===== config.mk =====
export PLATFORM = sky130hd
export DESIGN_NAME = divider_flat
export DESIGN_NICKNAME = d
export VERILOG_FILES = /design/src/rtl/divider_if.sv /design/src/rtl/divider.sv /design/src/flat_wrapper.sv
export SDC_FILE = /design/constraint.sdc
export NUM_CORES = 1
export LEC_CHECK = 0
export CAP_MARGIN = 20
export CORE_MARGIN = 8
export CORE_UTILIZATION = 47
export CTS_BUF_LIST = sky130_fd_sc_hd__clkbuf_16
export DETAILED_ROUTE_END_ITERATION = 10
export GPL_TIMING_DRIVEN = 0
export PLACE_DENSITY = 0.75
export RECOVER_POWER = 25
export SETUP_SLACK_MARGIN = 0.3
export SLEW_MARGIN = 10
export SYNTH_ARGS = -nofsm -noshare
export SYNTH_HDL_FRONTEND = slang
export SYNTH_SLANG_ARGS = --single-unit

===== constraint.sdc =====
create_clock -name clk -period 1.89 [get_ports clk]
set_input_delay 0.189 -clock clk [delete_from_list [all_inputs] [get_ports clk]]
set_output_delay 0.189 -clock clk [all_outputs]
set_load 0.01 [all_outputs]

===== src/rtl/divider_if.sv =====
// Start/valid handshake bundle between the channel controller and the divider.
interface divider_if #(
    parameter int N = 16,
    parameter int D = 8
);
    logic         start_i;
    logic [N-1:0] data_i;
    logic [D-1:0] divisor_i;
    logic         busy_o;
    logic         valid_o;
    logic [N-1:0] quotient_o;
    logic [D-1:0] remainder_o;
    logic         div_zero_o;

    modport master (
        output start_i, data_i, divisor_i,
        input  busy_o, valid_o, quotient_o, remainder_o, div_zero_o
    );

    modport slave (
        input  start_i, data_i, divisor_i,
        output busy_o, valid_o, quotient_o, remainder_o, div_zero_o
    );
endinterface


===== src/rtl/divider.sv =====
// Radix-2 restoring unsigned divider: one quotient bit per clock, N+1 cycles
// per result, zero divisor answered immediately with an all-ones quotient.
module divider #(
    parameter int N = 16,
    parameter int D = 8
) (
    input  logic     clk,
    input  logic     rst,
    divider_if.slave bus
);
    localparam int CW = (N > 1) ? $clog2(N) : 1;

    typedef enum logic [1:0] {
        IDLE = 2'd0,
        RUN  = 2'd1,
        DONE = 2'd2
    } state_t;

    state_t        state_reg, state_next;
    logic [N-1:0]  dividend_reg, dividend_next;
    logic [D-1:0]  divisor_reg, divisor_next;
    logic [D:0]    rem_reg, rem_next;
    logic [CW-1:0] count_reg, count_next;
    logic [N-1:0]  quotient_reg, quotient_next;
    logic [D-1:0]  remainder_reg, remainder_next;
    logic          div_zero_reg, div_zero_next;

    // The partial remainder stays below the divisor, so after the shift it is
    // below 2*divisor; one extra bit on top of it is enough to hold the sign.
    logic [D+1:0]  shifted;
    logic [D+1:0]  diff;

    assign shifted = {rem_reg, dividend_reg[N-1]};
    assign diff    = shifted - {2'b00, divisor_reg};

    always_ff @(posedge clk) begin
        if (rst) begin
            state_reg     <= IDLE;
            dividend_reg  <= '0;
            divisor_reg   <= '0;
            rem_reg       <= '0;
            count_reg     <= '0;
            quotient_reg  <= '0;
            remainder_reg <= '0;
            div_zero_reg  <= 1'b0;
        end else begin
            state_reg     <= state_next;
            dividend_reg  <= dividend_next;
            divisor_reg   <= divisor_next;
            rem_reg       <= rem_next;
            count_reg     <= count_next;
            quotient_reg  <= quotient_next;
            remainder_reg <= remainder_next;
            div_zero_reg  <= div_zero_next;
        end
    end

    always_comb begin
        state_next     = state_reg;
        dividend_next  = dividend_reg;
        divisor_next   = divisor_reg;
        rem_next       = rem_reg;
        count_next     = count_reg;
        quotient_next  = quotient_reg;
        remainder_next = remainder_reg;
        div_zero_next  = div_zero_reg;

        case (state_reg)
            IDLE, DONE: begin
                if (bus.start_i) begin
                    if (bus.divisor_i != '0) begin
                        dividend_next = bus.data_i;
                        divisor_next  = bus.divisor_i;
                        rem_next      = '0;
                        count_next    = CW'(N - 1);
                        state_next    = RUN;
                    end else begin
                        quotient_next  = '1;
                        remainder_next = '0;
                        div_zero_next  = 1'b1;
                        state_next     = DONE;
                    end
                end else begin
                    state_next = IDLE;
                end
            end

            RUN: begin
                // Sign bit clear means the trial subtraction fit: keep it, quotient bit 1.
                dividend_next = {dividend_reg[N-2:0], ~diff[D+1]};
                rem_next      = diff[D+1] ? shifted[D:0] : diff[D:0];
                count_next    = count_reg - 1'b1;
                if (count_reg == '0) begin
                    quotient_next  = dividend_next;
                    remainder_next = rem_next[D-1:0];
                    div_zero_next  = 1'b0;
                    state_next     = DONE;
                end
            end

            default: state_next = IDLE;
        endcase
    end

    assign bus.busy_o      = (state_reg == RUN);
    assign bus.valid_o     = (state_reg == DONE);
    assign bus.quotient_o  = quotient_reg;
    assign bus.remainder_o = remainder_reg;
    assign bus.div_zero_o  = div_zero_reg;
endmodule


===== src/flat_wrapper.sv =====
// flat-port wrapper written by rule: the top's interface ports become plain ports
module divider_flat 
#(
    parameter int N = 16,
    parameter int D = 8
)
  (clk, rst, bus_start_i, bus_data_i, bus_divisor_i, bus_busy_o, bus_valid_o, bus_quotient_o, bus_remainder_o, bus_div_zero_o);
  divider_if #(.N(N), .D(D)) bus_i ();
  input  logic clk;
  input  logic rst;
  input wire logic [$bits(bus_i.start_i)-1:0] bus_start_i;
  input wire logic [$bits(bus_i.data_i)-1:0] bus_data_i;
  input wire logic [$bits(bus_i.divisor_i)-1:0] bus_divisor_i;
  output wire logic [$bits(bus_i.busy_o)-1:0] bus_busy_o;
  output wire logic [$bits(bus_i.valid_o)-1:0] bus_valid_o;
  output wire logic [$bits(bus_i.quotient_o)-1:0] bus_quotient_o;
  output wire logic [$bits(bus_i.remainder_o)-1:0] bus_remainder_o;
  output wire logic [$bits(bus_i.div_zero_o)-1:0] bus_div_zero_o;
  assign bus_i.start_i = bus_start_i;
  assign bus_i.data_i = bus_data_i;
  assign bus_i.divisor_i = bus_divisor_i;
  assign bus_busy_o = bus_i.busy_o;
  assign bus_valid_o = bus_i.valid_o;
  assign bus_quotient_o = bus_i.quotient_o;
  assign bus_remainder_o = bus_i.remainder_o;
  assign bus_div_zero_o = bus_i.div_zero_o;
  divider #(.N(N), .D(D)) u_core (.clk(clk), .rst(rst), .bus(bus_i));
endmodule

==> reports/qor.yml <==
yosys:
  synth_adder_area_share_pct: 4.369
  async_flop_share_pct: 0
  synth-edff-count: 0
  synth_nets: 412
  syn_inst: 375
  netlist_area_um2: 3035
  synth_compound_area_share_pct: 16.65
  syn_area_per_cell_um2: 8.094
  synth-simple-area-share_pct: 27.74
  synth-xor-area-share_pct: 0.8656
  synthMuxAreaShare_pct: 2.391
  yosys_register_bits: 64
  synth_top_family_by_area: "simple AND/OR/NAND/NOR gates"
  synth.distinct_cells: 48
  yosysWarnings: 0
  synth-seq-area-share_pct: 42.21
  synth_ff_type: "dfxtp_1"
placed_design:
  dpl_cell_area_um2: 3791
  dpl.hpwl_um: 5910
  gp_congestion: 0.8615
  port_buffers: 53
worst_hold_path:
  hp-start: "bus_divisor_i[1]"
  hold_path_class: "in2reg"
status:
  violations: "negative setup slack"
  status: "finished with violations"
routing:
  dr.pass1.iters: 7
  ant_nets: 0
  drtIter0Drc: 294
  num_vias: 3209
  drc: 0
  wl_um: 10370
  avgRoutedWirePerCell_um: 19.10
  viasPerCell: 5.910
die:
  initial_utilization_pct: 48.08
  core_area_um2: 6314
  die-area_um2: 9286
  die_h_um: 96.37
  die-width_um: 96.37
  rows: 29
  pin_count: 54
clock_network:
  cts.sinks: 64
  insertion_delay_ns: 0.33
  cts_made_buffers: 9
  cts-root-buf: "clkbuf_16"
  clk_pin_slew_ns: 0.05
  clockBufferDepth: 2
  htree_num_levels: 3
  ctsHoldBuffers: 0
  cts_tree: "done"
final_layout:
  drive_gt1_share_pct: 32.40
  stdcell_area_um2: 4668
  synthToLayoutAreaGrowth_pct: 53.79
  antennaDiodeCount: 0
  mostFrequentLayoutCells: "nor2_1, nand2_1, dfxtp_1"
  nNetsFinal: 500
  utilization_pct: 73.94
critical_path:
  r2r-start: "u_core.divisor_reg[6]"
  critPathKind: "reg2reg"
  rrSetupSlack_ns: -0.25
  cp_slowest_cell: "dfxtp_2"
  cp-endpoint: "u_core.rem_reg[5]"
  worstPathRequired_ns: 2.11
  cp.arrival_ns: 2.36
  worst_setup_path_end_kind: "register"
  critical_path.max_stage_delay_ns: 0.35
  cp.depth: 10
  critPathTopFamily: "compound AO/OA/AOI/OAI gates"
  critical_path_buf_inv_count: 3
  rr_worst_depth: 10
  crit_chain: "inv_2 -> ha_4 -> a21oi_4 -> o221ai_2 -> a21oi_2 -> xnor2_2 -> buf_4 -> buf_6 -> nand3b_1 -> a311oi_2"
  start_kind: "register"
  critPathMaxFanout: 5
  r2r-end: "u_core.rem_reg[5]"
  critPathLaunch: "u_core.divisor_reg[6]"
timing:
  hold_violations: 0
  max_freq_ghz: 0.4669
  fin_ws_ns: -0.2517
  timing.final.max_slew_violations: 0
  slew_headroom_pct: 51.30
  finalCriticalPeriod_ns: 2.142
  setup_tns_ns: -3.270
  rsz0062_at_grt: "true"
  holdWs_ns: 0.08965
  tightest_slew_ns: 0.7305
  period_share_pct: 113.3
  setup_viol: 18
  skew_ns: 0.003947
grt:
  grt-ovfl-total: 0
  grt_pass1_vias: 3032
  antenna_found_initial: 0
  grt_max_degree: 11
  grt_pass1_wl_um: 14550
  grtUsageTotal_pct: 20.42
pwr:
  power_density_nw_per_um2: 1085
  vdd_drop_max_uv: 1053
  p_leak_nw: 1.835
run:
  drv_cap: 0
stage by stage:
step / cells / total power [mW] / setup slack, ns
after global placement: 505 / 2.752 / -0.4777
final: 543 / 5.063 / -0.2517
after detailed placement: 505 / 2.783 / -0.4494
after floorplan: 375 / 2.436 / 0.02818
after global routing: 543 / 5.234 / -0.3605
after CTS: 536 / 4.783 / -0.09681
how the worst min path moves through the flow:
stage                                end  slack, ns  cells past startpoint
2_1_floorplan      u_core.divisor_reg[7]       0.32                      2
3_5_place_dp   u_core.bus.remainder_o[0]       0.45                      2
5_1_grt            u_core.divisor_reg[4]       0.10                      3
4_1_cts            u_core.divisor_reg[1]       0.25                      3
6_report           u_core.divisor_reg[1]       0.09                      3
3_3_place_gp   u_core.bus.remainder_o[1]       0.43                      2
Yosys cell counts (2+ instances only):
cell type / n / area (µm²)
mux2i_1: 5 / 50.05
and3_1: 2 / 12.51
a211oi_1: 5 / 37.54
inv_1: 14 / 52.55
nor2b_1: 2 / 12.51
xnor2_1: 2 / 17.52
buf_4: 3 / 22.52
nor3_1: 10 / 50.05
nor2_1: 66 / 247.7
buf_6: 3 / 33.78
mux2_2: 2 / 22.52
nand2_1: 62 / 232.7
o21ai_0: 15 / 75.07
or4_4: 2 / 22.52
nand2b_1: 12 / 75.07
nor3_2: 11 / 110.1
nand4b_1: 2 / 17.52
a21oi_1: 21 / 105.1
o21a_1: 2 / 15.01
a311oi_1: 20 / 175.2
clkbuf_1: 14 / 52.55
nand3_1: 3 / 15.01
ha_1: 9 / 112.6
dfxtp_1: 64 / 1281
per-layer routing:
metal,vias to the layer above,track usage [%],wire (µm)
li1,1474,-,-
met1,1541,25.05,4242
met2,161,32.63,5046
met3,33,4.212,737
met4,0,11.60,344
met5,-,0,0
cells by family (layout without fill, tap and decap cells):
group / count (synthesis) / in the layout
compound gates: 75 / 75
xor+xnor: 3 / 3
fa+ha+maj: 10 / 10
buf+inv: 37 / 128
flops: 64 / 64
mux: 7 / 7
simple gates: 179 / 179
area by class of cell:
class	count	area (µm²)
Multi-Input combinational cell	274	1987
Fill cell	425	1645
Sequential cell	64	1295
Timing Repair Buffer	77	738.2
Clock buffer	9	225.2
Buffer	23	217.7
Tap cell	77	96.34
Inverter	14	57.56
Clock inverter	5	51.30
worst min-delay path, stage by stage:
cell and delay [ns]:
clkbuf_2 0.09, nand2_1 0.05, a21oi_1 0.05
where the power goes:
group,leakage (nW),switching (mW),total (mW),internal (mW)
clock network,0.140,0.576,1.57,0.995
logic,1.17,0.963,1.90,0.937
registers,0.528,0.115,1.59,1.48
total,1.84,1.65,5.06,3.41
repair_timing:
item / CTS / global route
buffers inserted: 13 / 6
gates cloned: 4 / 1
pin swaps: 28 / 25
resized for setup: 83 / 58
setup endpoints to repair: 63 / 60
Note: power is estimated with default switching activity, not from simulation.
